<file path="config.mk">
export PLATFORM = sky130hd
export DESIGN_NAME = pipeline_hazard_controller
export DESIGN_NICKNAME = d
export VERILOG_FILES = /design/src/rtl/hazard_pkg.sv /design/src/rtl/miss_fsm.sv /design/src/rtl/pipeline_hazard_controller.sv
export SDC_FILE = /design/constraint.sdc
export NUM_CORES = 1
export LEC_CHECK = 0
export BUFFER_PORTS_ARGS = -buffer_cell sky130_fd_sc_hd__buf_2
export CAP_MARGIN = 20
export CORE_MARGIN = 2
export CORE_UTILIZATION = 52
export DETAILED_ROUTE_END_ITERATION = 10
export GPL_ROUTABILITY_DRIVEN = 0
export PLACE_DENSITY_LB_ADDON = 0.15
export SYNTH_ARGS = -nofsm -noshare
export SYNTH_HDL_FRONTEND = slang
export SYNTH_HIERARCHICAL = 1
export SYNTH_SLANG_ARGS = --single-unit
</file>
<file path="constraint.sdc">
create_clock -name clk -period 1.99 [get_ports clk]
set_input_delay 0.398 -clock clk [delete_from_list [all_inputs] [get_ports clk]]
set_output_delay 0.398 -clock clk [all_outputs]
set_load 0.005 [all_outputs]
</file>
<file path="src/rtl/hazard_pkg.sv">
// rtl/hazard_pkg.sv - shared types and constants for the pipeline hazard controller
package hazard_pkg;

  // Data-cache miss sequencing states
  typedef enum logic [1:0] {
    IDLE   = 2'd0,
    MISS   = 2'd1,
    RESUME = 2'd2,
    ERROR  = 2'd3
  } miss_state_t;

  // Execute-stage result source that marks a load
  localparam logic [1:0] RESULT_SRC_LOAD = 2'b01;

endpackage

</file>
<file path="src/rtl/miss_fsm.sv">
// rtl/miss_fsm.sv - data-cache miss sequencer with refill handshake and timeout
module miss_fsm
  import hazard_pkg::*;
#(
  parameter int MISS_TIMEOUT = 255
) (
  input  logic        clk,
  input  logic        rst,
  input  logic        miss_m_i,
  input  logic        mem_ready_i,
  output miss_state_t state_o,
  output logic        refill_req_o,
  output logic        bus_error_o
);

  localparam int CW = $clog2(MISS_TIMEOUT + 1);
  // Count value seen during the last permitted MISS cycle
  localparam logic [CW-1:0] TIMEOUT_LAST = CW'(MISS_TIMEOUT - 1);

  miss_state_t   state_q;
  miss_state_t   state_d;
  logic [CW-1:0] timeout_cnt;
  logic          timeout_hit;

  // Timeout fires on the MISS_TIMEOUT-th consecutive MISS cycle
  assign timeout_hit = (state_q == MISS) && (timeout_cnt == TIMEOUT_LAST);
  assign state_o     = state_q;

  // Next-state decode; a refill completion beats a coincident timeout
  always_comb begin
    state_d = state_q;
    case (state_q)
      IDLE:    if (miss_m_i) state_d = MISS;
      MISS: begin
        if (mem_ready_i)      state_d = RESUME;
        else if (timeout_hit) state_d = ERROR;
      end
      RESUME:  state_d = IDLE;
      ERROR:   state_d = ERROR;
      default: state_d = IDLE;
    endcase
  end

  // State register
  always_ff @(posedge clk or posedge rst) begin
    if (rst) state_q <= IDLE;
    else     state_q <= state_d;
  end

  // Timeout counter: held at zero outside MISS, so every MISS entry starts from zero
  always_ff @(posedge clk or posedge rst) begin
    if (rst)                  timeout_cnt <= '0;
    else if (state_q != MISS) timeout_cnt <= '0;
    else                      timeout_cnt <= timeout_cnt + 1'b1;
  end

  // Registered handshake/error outputs track the state being entered
  always_ff @(posedge clk or posedge rst) begin
    if (rst) begin
      refill_req_o <= 1'b0;
      bus_error_o  <= 1'b0;
    end else begin
      refill_req_o <= (state_d == MISS);
      bus_error_o  <= bus_error_o | (state_d == ERROR);
    end
  end

endmodule

</file>
<file path="src/rtl/pipeline_hazard_controller.sv">
// rtl/pipeline_hazard_controller.sv - stall/flush controller for the five-stage pipeline
module pipeline_hazard_controller
  import hazard_pkg::*;
#(
  parameter int DATA_WIDTH   = 32,
  parameter int ADDR_WIDTH   = 5,
  parameter int MISS_TIMEOUT = 255
) (
  input  logic                  clk,
  input  logic                  rst,
  input  logic [ADDR_WIDTH-1:0] rs1_d_i,
  input  logic [ADDR_WIDTH-1:0] rs2_d_i,
  input  logic [ADDR_WIDTH-1:0] rd_e_i,
  input  logic                  reg_write_e_i,
  input  logic [1:0]            result_src_e_i,
  input  logic                  pc_src_e_i,
  input  logic                  miss_m_i,
  input  logic                  mem_ready_i,
  output logic                  en_f_o,
  output logic                  en_d_o,
  output logic                  en_e_o,
  output logic                  en_m_o,
  output logic                  en_w_o,
  output logic                  clear_d_o,
  output logic                  clear_e_o,
  output logic                  refill_req_o,
  output logic                  bus_error_o,
  output logic [DATA_WIDTH-1:0] stall_count_o
);

  miss_state_t state;
  logic        freeze;
  logic        load_use;

  miss_fsm #(
    .MISS_TIMEOUT(MISS_TIMEOUT)
  ) u_miss_fsm (
    .clk          (clk),
    .rst          (rst),
    .miss_m_i     (miss_m_i),
    .mem_ready_i  (mem_ready_i),
    .state_o      (state),
    .refill_req_o (refill_req_o),
    .bus_error_o  (bus_error_o)
  );

  // Freeze starts combinationally in the cycle the miss is first seen
  assign freeze = ((state == IDLE) && miss_m_i) || (state != IDLE);

  assign load_use = (result_src_e_i == RESULT_SRC_LOAD) && reg_write_e_i &&
                    (rd_e_i != '0) && ((rd_e_i == rs1_d_i) || (rd_e_i == rs2_d_i));

  // Output priority: freeze, then taken branch, then load-use bubble
  always_comb begin
    en_f_o    = 1'b1;
    en_d_o    = 1'b1;
    en_e_o    = 1'b1;
    en_m_o    = 1'b1;
    en_w_o    = 1'b1;
    clear_d_o = 1'b0;
    clear_e_o = 1'b0;
    if (freeze) begin
      en_f_o = 1'b0;
      en_d_o = 1'b0;
      en_e_o = 1'b0;
      en_m_o = 1'b0;
      en_w_o = 1'b0;
    end else if (pc_src_e_i) begin
      clear_d_o = 1'b1;
      clear_e_o = 1'b1;
    end else if (load_use) begin
      en_f_o    = 1'b0;
      en_d_o    = 1'b0;
      clear_e_o = 1'b1;
    end
  end

  // Saturating count of cycles in which fetch was held
  always_ff @(posedge clk or posedge rst) begin
    if (rst)
      stall_count_o <= '0;
    else if (!en_f_o && (stall_count_o != '1))
      stall_count_o <= stall_count_o + 1'b1;
  end

endmodule
</file>
==> metrics.md <==
| Metric | Value |
|---|---|
| CP Launch Type | primary input |
| Initial antenna violation count | 0 |
| Worst hold slack | 0.110 ns |
| Post-Synth Adder-Cell Area | 1.67% |
| Gr ovfl total | 0 |
| MaxCap Viol Count | 0 |
| Max rail drop VDD | 502 µV |
| Vias per cell | 5.46 |
| Num Clock Sinks | 44 |
| Status | finished, violations left |
| Vias | 1911 |
| Reg-to-reg setup timing slack | 0.08 ns |
| First-pass detailed-route iteration total | 4 |
| Comb power frac | 29.5% |
| Share of layout cells above drive strength 1 | 37.0% |
| Chip width | 69.7 µm |
| Initial core utilization | 55.0% |
| Worst setup EP type | primary output |
| CTS root buf | clkbuf_8 |
| Final setup fails | 1 |
| Clk slew on worst S/H paths | 0.08 ns |
| Final nets | 325 |
| Worst Tran Pin Value | 0.450 ns |
| # fillers | 333 |
| Synthesized Nets | 243 |
| Worst Path Max Fanout | 2 |
| Leading area contributor after synthesis | dfrtp_1 |
| Clock buffer depth | 2 |
| # H-tree levels | 2 |
| Number of synthesized flops with an enable pin | 0 |
| TritonCTS clock tree | done |
| Simple-gate share of the synthesized area | 22.2% |
| Pwr Density | 842 nW/µm² |
| Most instantiated cells after synthesis | dfrtp_1 (44), xor2_1 (22), xnor2_1 (21), nor2_1 (17), nand3_1 (16) |
| Final wirelength | 4.97 mm |
| First-pass GRT wire length | 8.49 mm |
| Area of the multi-input gates | 1140 µm² |
| Cell Rows | 23 |
| Min Clock Period, post-route | 2.02 ns |
| Max-slew headroom | 69.9% |
| Post-synth cell types | 35 |
| Largest net degree at the start of global routing | 33 |
| Primary FF master, synth | dfrtp_1 |
| CTS buffer count | 5 |
| Port bufs | 63 |
| Sequential Power Share | 46.5% |
| R2R cell count | 6 |
| Antenna Violating Nets Remaining | 0 |
| Failing checks | negative setup slack |
| Tot GR Track Use | 21.6% |
| Final Skew | 0.00806 ns |
| Top post-synthesis cells by area | dfrtp_1 (49%), xor2_1 (8.6%), xnor2_1 (8.2%) |
| Area Overhead vs Synth | 29.0% |
| Setup CP Type | primary input to primary output |
| Mux contribution to synthesized area | 0.501% |
| Compound-Gate Fraction of Synth Area | 6.12% |
| IO Count | 64 |
| Register area | 1100 µm² |
| Synth Cell Area | 2250 µm² |
| Fmax | 496 MHz |
| Clock power share | 24.0% |
| Die Area | 4860 µm² |
| Yosys warning total | 6 |
| Critical Path AT | 1.62 ns |
| N_diodes | 0 |
| Setup TNS | -0.0269 ns |
| Lkg Pwr | 0.00143 µW |
| Avg Cell Area, Syn | 10.4 µm² |
| Fin. Hold Viols | 0 |
| Count leader, synth | dfrtp_1 |
| Gate Count Post-Synth | 217 |
| Crit share post-route | 101% |
| WP data required | 1.59 ns |
| Post-synth top area share | 49.0% |
| Core box area | 4090 µm² |
| Asr flop ratio synth | 100% |
| R2R Path End | stall_count_o[1] |
| Yosys reg bits | 44 |
| Chip Height | 69.7 µm |
| Final Util | 70.9% |
| Worst skew pair latency | 0.30 ns |
| DRC | 0 |
| Vias in the first global route | 1886 |
| Internal power | 1640 µW |
| Sequential area share after synthesis | 49.0% |
| WL per Instance | 14.2 µm |
| Largest family of logic cells by synthesized area | simple AND/OR/NAND/NOR gates |
| Switching Power | 797 µW |
| Unrepaired setup endpoints after global routing | true |
| Final worst slack | -0.0269 ns |
| Detailed Route Iter0 Violations | 140 |
| Reg2reg start | stall_count_o[15] |
| Dpl cells | 339 |
| Layout Cells excl Fill | 350 |
| Slew Viols, Final | 0 |
| Sw frac | 32.7% |
| XOR/XNOR share of the synthesized area | 16.8% |
| HP Class | primary input to asynchronous set/reset pin |
| Power, Total | 2440 µW |
| DP Wirelength | 3.44 mm |
cells in the final DEF, fill, tap and decap left out, types with 2 or more instances in the layout:
| cell | n |
|---|---|
| buf_2 | 61 |
| dfrtp_1 | 44 |
| xor2_1 | 21 |
| xnor2_1 | 21 |
| buf_4 | 18 |
| nor2_1 | 17 |
| nand3_1 | 16 |
| nand2_1 | 13 |
| nand4_1 | 12 |
| and3_1 | 8 |
| a21oi_1 | 8 |
| inv_1 | 7 |
| nor3_2 | 7 |
| clkbuf_8 | 6 |
| nor3_1 | 3 |
| ha_1 | 3 |
| o21ai_0 | 3 |
| and4_1 | 2 |
| and2_1 | 2 |
| and2_4 | 2 |
| clkinvlp_4 | 2 |
| o31ai_1 | 2 |
| or3_2 | 2 |
power by group through the flow:
| stage | registers (µW) | logic, µW | clock network [µW] |
|---|---|---|---|
| global placement | 1150 | 655 | 0 |
| detailed placement | 1150 | 678 | 0 |
| global route | 1160 | 791 | 634 |
| floorplan | 1170 | 387 | 0 |
| CTS | 1130 | 700 | 602 |
| finish | 1130 | 719 | 586 |
per-stage QoR:
| step | instance area (µm²) | setup slack (ns) |
|---|---|---|
| after floorplan | 2250 | 0.0990 |
| after global placement | 2690 | -0.134 |
| after detailed placement | 2690 | -0.179 |
| after CTS | 2830 | -0.0705 |
| after global routing | 2900 | -0.0824 |
| final | 2900 | -0.0269 |
sequential cells by signal, summed over array words and instances, names as in the netlist:
signal and cells:
u_miss_fsm/refill_req_o 1, u_miss_fsm/bus_error_o 1, stall_count_o 32, u_miss_fsm/timeout_cnt 8
u_miss_fsm/state_o 2
worst max path at each step:
stage                     startpoint               end
final                      rd_e_i[4]         clear_e_o
after global placement     rd_e_i[1]  stall_count_o[1]
after global routing       rd_e_i[4]         clear_e_o
after detailed placement   rd_e_i[1]  stall_count_o[1]
after CTS                  rd_e_i[4]         clear_e_o
after floorplan            rd_e_i[1]            en_f_o
cell families (layout without fill, tap and decap cells):
| kind of cell | after synthesis | in the layout |
|---|---|---|
| compound gates | 19 | 19 |
| mux | 1 | 1 |
| flops | 44 | 44 |
| xor+xnor | 43 | 43 |
| simple gates | 92 | 93 |
| buf+inv | 15 | 97 |
| fa+ha+maj | 3 | 3 |
routing by layer:
metal	up-vias	wire length, µm	part of all wire, %	track usage [%]
li1	917	-	-	-
met1	911	2110	42	27.2
met2	72	2510	51	37.4
met3	11	258	5.2	4.36
met4	0	85	1.7	6.62
met5	-	0	0	0
critical path, cell delays in order:
cell and delay (ns):
buf_8 0.09, or4_4 0.54, o2111ai_4 0.23, nor2_1 0.06
o21a_1 0.18, buf_2 0.12
repair_timing:
item	4_1_cts	5_1_grt
hold buffers	0	0
gates cloned	0	1
gates resized for setup	6	12
pin swaps	5	8
endpoints found under the setup margin	3	31
buffers inserted	2	0
final cells by class:
type                            count  area share [%]
Multi-Input combinational cell    159            39.3
Inverter                            8            1.04
Sequential cell                    44            38.0
Timing Repair Buffer               81            16.1
Clock buffer                        6            2.85
Clock inverter                      2           0.518
Tap cell                           50            2.16
No activity file was read; power rests on OpenSTA's default activity.
